### src/rtl/mips_muldiv.sv
// Iterative MIPS HI/LO multiply/divide: one result bit per clock, then a sign-fix cycle.
// Latency WIDTH+1 cycles start->done; start and MTHI/MTLO are ignored while busy (no queueing).
module mips_muldiv #(
    parameter int WIDTH = 32
) (
    input  logic             clk,
    input  logic             nrst,
    input  logic             start,
    input  logic [1:0]       op,
    input  logic [WIDTH-1:0] a,
    input  logic [WIDTH-1:0] b,
    input  logic             hi_we,
    input  logic             lo_we,
    input  logic [WIDTH-1:0] wdata,
    output logic             busy,
    output logic             done,
    output logic             div_by_zero,
    output logic [WIDTH-1:0] hi,
    output logic [WIDTH-1:0] lo
);
    localparam int CW = $clog2(WIDTH);

    typedef enum logic [1:0] {IDLE, RUN, FIX} state_t;

    state_t             state, state_nxt;
    logic [CW-1:0]      cnt;
    logic [2*WIDTH-1:0] acc;
    logic [WIDTH-1:0]   opr;
    logic               is_div, sign_a, sign_b, b_zero;

    logic               neg_a, neg_b;
    logic [WIDTH-1:0]   abs_a, abs_b;
    logic [WIDTH:0]     mul_sum, div_shift, div_diff;
    logic [2*WIDTH-1:0] mul_next, div_next, prod_fix;
    logic [WIDTH-1:0]   quo, rem, quo_fix, rem_fix;

    assign neg_a = ~op[0] & a[WIDTH-1];
    assign neg_b = ~op[0] & b[WIDTH-1];
    assign abs_a = neg_a ? -a : a;
    assign abs_b = neg_b ? -b : b;

    // Multiply: acc = {partial product, remaining multiplier bits}
    assign mul_sum  = {1'b0, acc[2*WIDTH-1:WIDTH]} + {1'b0, (acc[0] ? opr : {WIDTH{1'b0}})};
    assign mul_next = {mul_sum, acc[WIDTH-1:1]};

    // Divide: acc = {partial remainder, dividend bits shifting into quotient}
    assign div_shift = {acc[2*WIDTH-1:WIDTH], acc[WIDTH-1]};
    assign div_diff  = div_shift - {1'b0, opr};
    assign div_next  = div_diff[WIDTH] ? {div_shift[WIDTH-1:0], acc[WIDTH-2:0], 1'b0}
                                       : {div_diff[WIDTH-1:0],  acc[WIDTH-2:0], 1'b1};

    // With a zero divisor the remainder ends up as |a|, so the sign fix recovers raw a in HI
    assign quo      = acc[WIDTH-1:0];
    assign rem      = acc[2*WIDTH-1:WIDTH];
    assign prod_fix = (sign_a ^ sign_b) ? -acc : acc;
    assign quo_fix  = b_zero ? {WIDTH{1'b1}} : ((sign_a ^ sign_b) ? -quo : quo);
    assign rem_fix  = sign_a ? -rem : rem;

    assign busy = (state != IDLE);

    always_ff @(posedge clk) begin
        if (nrst) state <= IDLE;
        else      state <= state_nxt;
    end

    always_comb begin
        state_nxt = state;
        case (state)
            IDLE:    if (start) state_nxt = RUN;
            RUN:     if (cnt == CW'(WIDTH - 1)) state_nxt = FIX;
            FIX:     state_nxt = IDLE;
            default: state_nxt = IDLE;
        endcase
    end

    always_ff @(posedge clk) begin
        if (nrst) begin
            cnt         <= '0;
            acc         <= '0;
            opr         <= '0;
            is_div      <= 1'b0;
            sign_a      <= 1'b0;
            sign_b      <= 1'b0;
            b_zero      <= 1'b0;
            done        <= 1'b0;
            div_by_zero <= 1'b0;
            hi          <= '0;
            lo          <= '0;
        end else begin
            done        <= (state == FIX);
            div_by_zero <= (state == FIX) && is_div && b_zero;
            case (state)
                IDLE: begin
                    if (hi_we) hi <= wdata;
                    if (lo_we) lo <= wdata;
                    if (start) begin
                        is_div <= op[1];
                        sign_a <= neg_a;
                        sign_b <= neg_b;
                        b_zero <= op[1] && (b == '0);
                        cnt    <= '0;
                        if (op[1]) begin
                            acc <= {{WIDTH{1'b0}}, abs_a};
                            opr <= abs_b;
                        end else begin
                            acc <= {{WIDTH{1'b0}}, abs_b};
                            opr <= abs_a;
                        end
                    end
                end
                RUN: begin
                    cnt <= cnt + 1'b1;
                    acc <= is_div ? div_next : mul_next;
                end
                FIX: begin
                    if (is_div) begin
                        hi <= rem_fix;
                        lo <= quo_fix;
                    end else begin
                        hi <= prod_fix[2*WIDTH-1:WIDTH];
                        lo <= prod_fix[WIDTH-1:0];
                    end
                end
                default: ;
            endcase
        end
    end
endmodule

### config.mk
export PLATFORM = sky130hd
export DESIGN_NAME = mips_muldiv
export DESIGN_NICKNAME = d
export VERILOG_FILES = /design/src/rtl/mips_muldiv.sv
export SDC_FILE = /design/constraint.sdc
export NUM_CORES = 1
export LEC_CHECK = 0
export ABC_AREA = 1
export CORE_ASPECT_RATIO = 0.5
export CORE_MARGIN = 2
export CORE_UTILIZATION = 41
export CTS_BUF_LIST = sky130_fd_sc_hd__clkbuf_16
export DETAILED_ROUTE_END_ITERATION = 16
export DONT_BUFFER_PORTS = 1
export GPL_TIMING_DRIVEN = 0
export PLACE_DENSITY = 0.58
export RECOVER_POWER = 50
export SYNTH_ARGS = -nofsm -noshare
export SYNTH_HDL_FRONTEND = slang
export SYNTH_SLANG_ARGS = --single-unit
### constraint.sdc
create_clock -name clk -period 3 [get_ports clk]
set_input_delay 0.3 -clock clk [delete_from_list [all_inputs] [get_ports clk]]
set_output_delay 0.3 -clock clk [all_outputs]
set_load 0.05 [all_outputs]
==> results.py, run 1 <==
metrics = {
    "timing": {
        "fmax_ghz": 0.342,
        "fin_worst_skew_ps": 16.7,
        "slew_headroom": 0.258,
        "fin_crit_ps": 2920,
        "drv_slew": 0,
        "finalSetupViolations": 0,
        "fin_crit_sh": 0.974,
        "finalHoldViolCount": 0,
        "tightestPinTransition_ps": 1110,
    },
    "logic_synthesis": {
        "postSynth.asyncResetShare": 0,
        "avgSynthCellArea_um2": 5.54,
        "synth.most_common_cell": "nand2_1",
        "synth.top_cell.area_share": 0.196,
        "synth-main-ff-cell": "dfxtp_1",
        "ys_ff_latch": 173,
        "synth-edff-count": 0,
        "synthesis.nets": 3362,
        "synth.yosys.seq_area_share": 0.196,
        "synth_common_cells": "nand2_1, inv_1, nand3_1",
        "yosys.area.top_type": "dfxtp_1",
        "ys_types": 53,
        "synthTopCellsByArea": "dfxtp_1, nand2_1, nand3_1, inv_1, o21ai_0",
        "synth_area_mm2": 0.0177,
        "yosys_warnings": 0,
        "syn_inst": 3187,
    },
    "power_and_ir_drop": {
        "pwr-share-seq": 0.321,
        "p_sw_frac": 0.480,
        "vdd_drop_max_mv": 0.445,
        "power_leakage_nw": 9.28,
        "powerDensity_mw_per_mm2": 485,
        "internal-power_mw": 4.87,
        "comb_power_share": 0.406,
        "netSwitchingPower_mw": 4.49,
        "power.share.clock": 0.272,
    },
    "worst_setup_path": {
        "reg2reg_setup_slack_ps": 80,
        "timing.rr.end": "acc[61]",
        "critical_path_class": "reg2reg",
        "critPathLaunchType": "register",
        "cp-end-kind": "register",
        "crit_fanout": 18,
        "required_ps": 3310,
        "arrival_ps": 3230,
        "r2r_cells": 18,
        "worstReg2RegStart": "acc[0]",
    },
    "route": {
        "first_pass_iters": 6,
        "drc": 0,
        "ant_nets": 0,
        "vias": 22100,
        "drtIter0Drc": 3077,
        "post_drt_via_cell_ratio": 5.80,
        "routedWlPerCell_um": 23.0,
        "wl_um": 87600,
    },
    "global_routing": {
        "grt.overflow.total": 0,
        "grt_use_total": 0.380,
        "antenna_found_initial": 2,
        "met2_usage": 0.515,
        "grt_pass1_vias": 19300,
        "grt_pass1_wl_um": 127000,
        "grt_max_degree": 20,
        "busiest_layer": "met1",
        "use_met3": 0.113,
        "gr-usage-met1": 0.574,
    },
    "layout": {
        "area_growth_syn_to_layout_pct": 9.23,
        "multi_input_area_mm2": 0.0120,
        "post_layout_nonfiller_instances": 3805,
        "nNetsFinal": 3389,
        "design_area_mm2": 0.0193,
        "fin_util": 0.457,
        "n_fill_cell": 4867,
        "layout.area.seq_mm2": 0.00350,
        "drive_above_1_share": 0.0480,
    },
    "floorplanning": {
        "die_y_um": 151,
        "die-area_mm2": 0.0448,
        "core_mm2": 0.0422,
        "die_x_um": 297,
        "rows": 53,
        "num_io_pins": 170,
        "start_util": 0.418,
    },
    "placed_design": {
        "portBuffers": 0,
        "gp_congestion": 1.08,
        "postPlaceCellArea_mm2": 0.0184,
        "dpl.hpwl_um": 73100,
        "dp.cells": 3764,
    },
    "cts": {
        "cts.sinks": 173,
        "worstSkewPairLatency_ps": 480,
        "htreeDepth": 4,
        "cts_root_buf": "clkbuf_16",
        "path_clk_slew_ps": 90,
        "cts_buffer_depth": 2,
        "cts_buffers": 17,
        "cts_tree": "yes",
    },
    "hold_path": {
        "worstHoldStart": "wdata[26]",
        "holdPathStages": 2,
        "worst_hold_path_type": "in2reg",
        "whs_endpoint": "hi[26]",
    },
    "job": {
        "cap_violations": 0,
    },
    "outcome": {
        "status": "completed",
    },
}
[flip-flops by register name, indices dropped and copies added (netlist names), 2 cells and up]
name and flops:
acc 64, hi 32, lo 32, opr 32, cnt 5, state 2
[cells by family after synthesis]
| family | Yosys count | share of synthesized area |
|---|---|---|
| AO/OA/AOI/OAI | 651 | 0.201 |
| adder cells (fa/ha/maj) | 72 | 0.0519 |
| buffers and inverters | 600 | 0.131 |
| XOR/XNOR | 53 | 0.0263 |
| AND/OR/NAND/NOR | 1638 | 0.393 |
| flip-flops | 173 | 0.196 |
[critical path, cell delays in order, from the launching register on]
cell	delay, ps
dfxtp_1	370
buf_12	190
nand2_1	70
inv_1	60
ha_2	220
inv_1	110
fa_1	420
o21ai_2	220
nand2_1	70
nand2_1	160
nand2_1	110
nand2_1	180
nand2_1	130
nand3_1	90
nand3_1	90
nand2_1	110
inv_1	50
nand2_1	60
a21oi_1	60
[cells in the final DEF, fill, tap and decap left out, types with 11 or more instances in the layout]
master,instances
a21oi_1,229
a31oi_1,58
buf_2,15
clkbuf_1,89
clkbuf_16,17
dfxtp_1,149
dfxtp_2,21
ha_1,68
inv_1,460
nand2_1,908
nand2_2,11
nand3_1,341
nand3b_1,20
nand4_1,32
nor2_1,248
nor2_2,11
nor3_1,32
o211ai_1,31
o21ai_0,272
xor2_1,47
[power groups by stage]
stage                     logic (mW)  registers [mW]  clock network [mW]
after floorplan                 2.50            2.91                   0
after global placement          3.59            3.04                   0
after detailed placement        3.60            3.04                   0
after CTS                       3.62            2.99                2.54
after global routing            4.16            3.02                2.62
final                           3.81            3.01                2.55
[through the flow]
stage | power (mW) | worst slack, ps | hold WS [ps] | setup TNS, ps
floorplan | 5.41 | 621 | 444 | 0
global placement | 6.63 | -117 | 452 | -985
detailed placement | 6.64 | -128 | 460 | -1100
CTS | 9.15 | 12.6 | 0.255 | 0
global route | 9.80 | -29.5 | 19.9 | -148
finish | 9.36 | 77.2 | 11.1 | 0
[cell type report]
| type | instances | area share |
|---|---|---|
| clock inverters | 15 | 0.0113 |
| inverters | 473 | 0.0924 |
| flip-flops and latches | 173 | 0.181 |
| repair buffers | 10 | 0.00467 |
| well taps | 577 | 0.0374 |
| diodes | 1 | 0.000130 |
| plain buffers | 125 | 0.0296 |
| clock buffers | 17 | 0.0221 |
| multi-input cells | 2414 | 0.621 |
[how the worst max path moves through the flow]
stage               slack, ps       to  cells after the start  startpoint
finish                     80  acc[61]                     18      acc[0]
global route              -30  acc[48]                     18     acc[32]
CTS                        10  acc[53]                     13     acc[57]
detailed placement       -130  acc[53]                     19     acc[31]
global placement         -120  acc[53]                     19     acc[31]
floorplan                 620  acc[46]                     18     acc[31]
[what timing repair did]
item,in CTS,in global routing
setup buffers,0,4
endpoints found under the hold margin,5,0
hold buffers,6,0
gates cloned,0,0
endpoints found under the setup margin,29,33
resized for setup,10,58
[routing by layer]
layer / vias to the layer above / share of wire
met2: 1177 / 0.38
met5: - / 0
met4: 0 / 0.020
met1: 10300 / 0.48
li1: 10500 / -
met3: 88 / 0.13
(Power assumes the default switching activity.)
==> inputs of run 2 (changes only) <==
- HOLD_SLACK_MARGIN: not set -> 0.12
==> run 2 against run 1 <==
Against the previous run: fmax rose by 0.93%; sequential share of layout area shrank 0.28 points; critical endpoint unchanged; clock skew grew 0.65 ps; largest cell class unchanged; highest routed layer unchanged; critical path type unchanged.
==> results.py, run 2 (same netlist as run 1, synthesis figures left out) <==
metrics = {
    "cts": {
        "cts.sinks": 173,
        "htreeDepth": 4,
        "cts_buffer_depth": 2,
        "cts_tree": "yes",
        "cts_buffers": 17,
        "worstSkewPairLatency_ps": 480,
        "path_clk_slew_ps": 90,
        "cts_root_buf": "clkbuf_16",
    },
    "route": {
        "post_drt_via_cell_ratio": 5.80,
        "drtIter0Drc": 3154,
        "wl_um": 87700,
        "first_pass_iters": 6,
        "routedWlPerCell_um": 22.9,
        "ant_nets": 0,
        "vias": 22200,
        "drc": 0,
    },
    "timing": {
        "slew_headroom": 0.271,
        "final.setup.tns_ps": 0,
        "fin_hold_ws_ps": 188,
        "fin_worst_skew_ps": 17.3,
        "tightestPinTransition_ps": 1090,
        "drv_slew": 0,
        "fin_ws_ps": 104,
        "finalSetupViolations": 0,
        "fin_crit_sh": 0.965,
        "finalHoldViolCount": 0,
        "fmax_ghz": 0.345,
        "fin_crit_ps": 2900,
    },
    "layout": {
        "n_fill_cell": 4838,
        "regMostFlops": "acc",
        "drive_above_1_share": 0.0482,
        "antenna-diode-count": 0,
        "nNetsFinal": 3420,
        "largest_reg_flops": 64,
        "final_cell_mix": "nand2_1, inv_1, nand3_1, o21ai_0, nor2_1",
        "fin_util": 0.464,
        "final_common_cell": "nand2_1",
        "area_growth_syn_to_layout_pct": 11.0,
    },
    "outcome": {
        "status": "completed",
    },
    "placed_design": {
        "portBuffers": 0,
        "dp_slack_ps": -128,
        "gp_congestion": 1.08,
        "dpl.hpwl_um": 73100,
    },
    "worst_setup_path": {
        "critPathLaunchType": "register",
        "critical_path_class": "reg2reg",
        "cp_common_cell": "nand2_1",
        "path_buf_inv": 4,
        "cp-end-kind": "register",
        "cp_top_family": "simple AND/OR/NAND/NOR gates",
        "critPathMaxStageDelay_ps": 410,
        "critical_path.slowest_cell": "fa_1",
        "arrival_ps": 3200,
        "crit_chain": "buf_12 -> nand2_1 -> inv_1 -> ha_2 -> inv_1 -> fa_1 -> o21ai_2 -> nand2_1 -> nand2_1 -> nand2_1 -> nand2_1 -> nand2_1 -> nand3_1 -> nand3_1 -> nand2_1 -> inv_1 -> nand2_1 -> a21oi_1",
        "crit_fanout": 18,
        "required_ps": 3310,
    },
    "floorplanning": {
        "start_util": 0.418,
        "die-area_mm2": 0.0448,
        "rows": 53,
        "die_y_um": 151,
        "core_mm2": 0.0422,
        "num_io_pins": 170,
        "die_x_um": 297,
    },
    "job": {
        "cap_violations": 0,
    },
    "global_routing": {
        "grt_pass1_wl_um": 127000,
        "grt_pass1_vias": 19400,
        "grt_use_total": 0.382,
        "antenna_found_initial": 2,
        "grt.overflow.total": 0,
        "grt_max_degree": 20,
    },
    "power_and_ir_drop": {
        "power_leakage_nw": 9.42,
        "vdd_drop_max_mv": 0.442,
        "powerDensity_mw_per_mm2": 480,
        "power.total_mw": 9.41,
    },
    "hold_path": {
        "worst_hold_path_type": "in2reg",
    },
}
[run 2: repair_timing]
action | in CTS | in global routing
setup endpoints to repair | 29 | 34
pin swaps | 0 | 1
hold buffers | 36 | 0
setup buffers | 0 | 5
endpoints found under the hold margin | 66 | 0
resized for setup | 10 | 61
[run 2: layout make-up]
type	instances	area, um^2	area share
repair buffers	41	398	0.0203
well taps	577	722	0.0368
clock buffers	17	425	0.0217
plain buffers	125	572	0.0292
multi-input cells	2414	12000	0.611
flip-flops and latches	173	3500	0.179
clock inverters	15	218	0.0111
inverters	473	1780	0.0910
[run 2: power breakdown]
| group | internal [mW] | switching (mW) |
|---|---|---|
| Combinational | 1.12 | 2.73 |
| Sequential | 2.48 | 0.526 |
| Clock | 1.30 | 1.26 |
| Total | 4.90 | 4.51 |
[run 2: metrics by stage]
step	std cells	area, um^2
final	3835	19600
after global routing	3835	19600
after CTS	3831	19400
after detailed placement	3764	18400
after global placement	3764	18400
after floorplan	3187	17700
[run 2: path summary, 6_finish.rpt]
| path | start | to | slack (ps) | cells past startpoint |
|---|---|---|---|---|
| max | acc[0] | acc[61] | 100 | 18 |
| min | b[4] | opr[4] | 190 | 5 |
| max reg2reg | acc[0] | acc[61] | 100 | 18 |
| min reg2reg | cnt[3] | cnt[3] | 470 | 2 |
[run 2: worst reg2reg max path: cells and delay by family, from the launching register on]
family	cells	cell delay, ps
AND/OR/NAND/NOR	10	1040
flip-flops	1	370
buffers and inverters	4	410
adder cells (fa/ha/maj)	2	630
AO/OA/AOI/OAI	2	280
[run 2: per-layer routing]
layer	part of all wire	GRT usage	vias to the layer above	wire length (um)
met2	0.38	0.519	1236	33000
met1	0.47	0.577	10400	41200
met3	0.13	0.109	95	11700
met4	0.020	0.0891	0	1790
met5	0	0	-	0
li1	-	-	10500	-
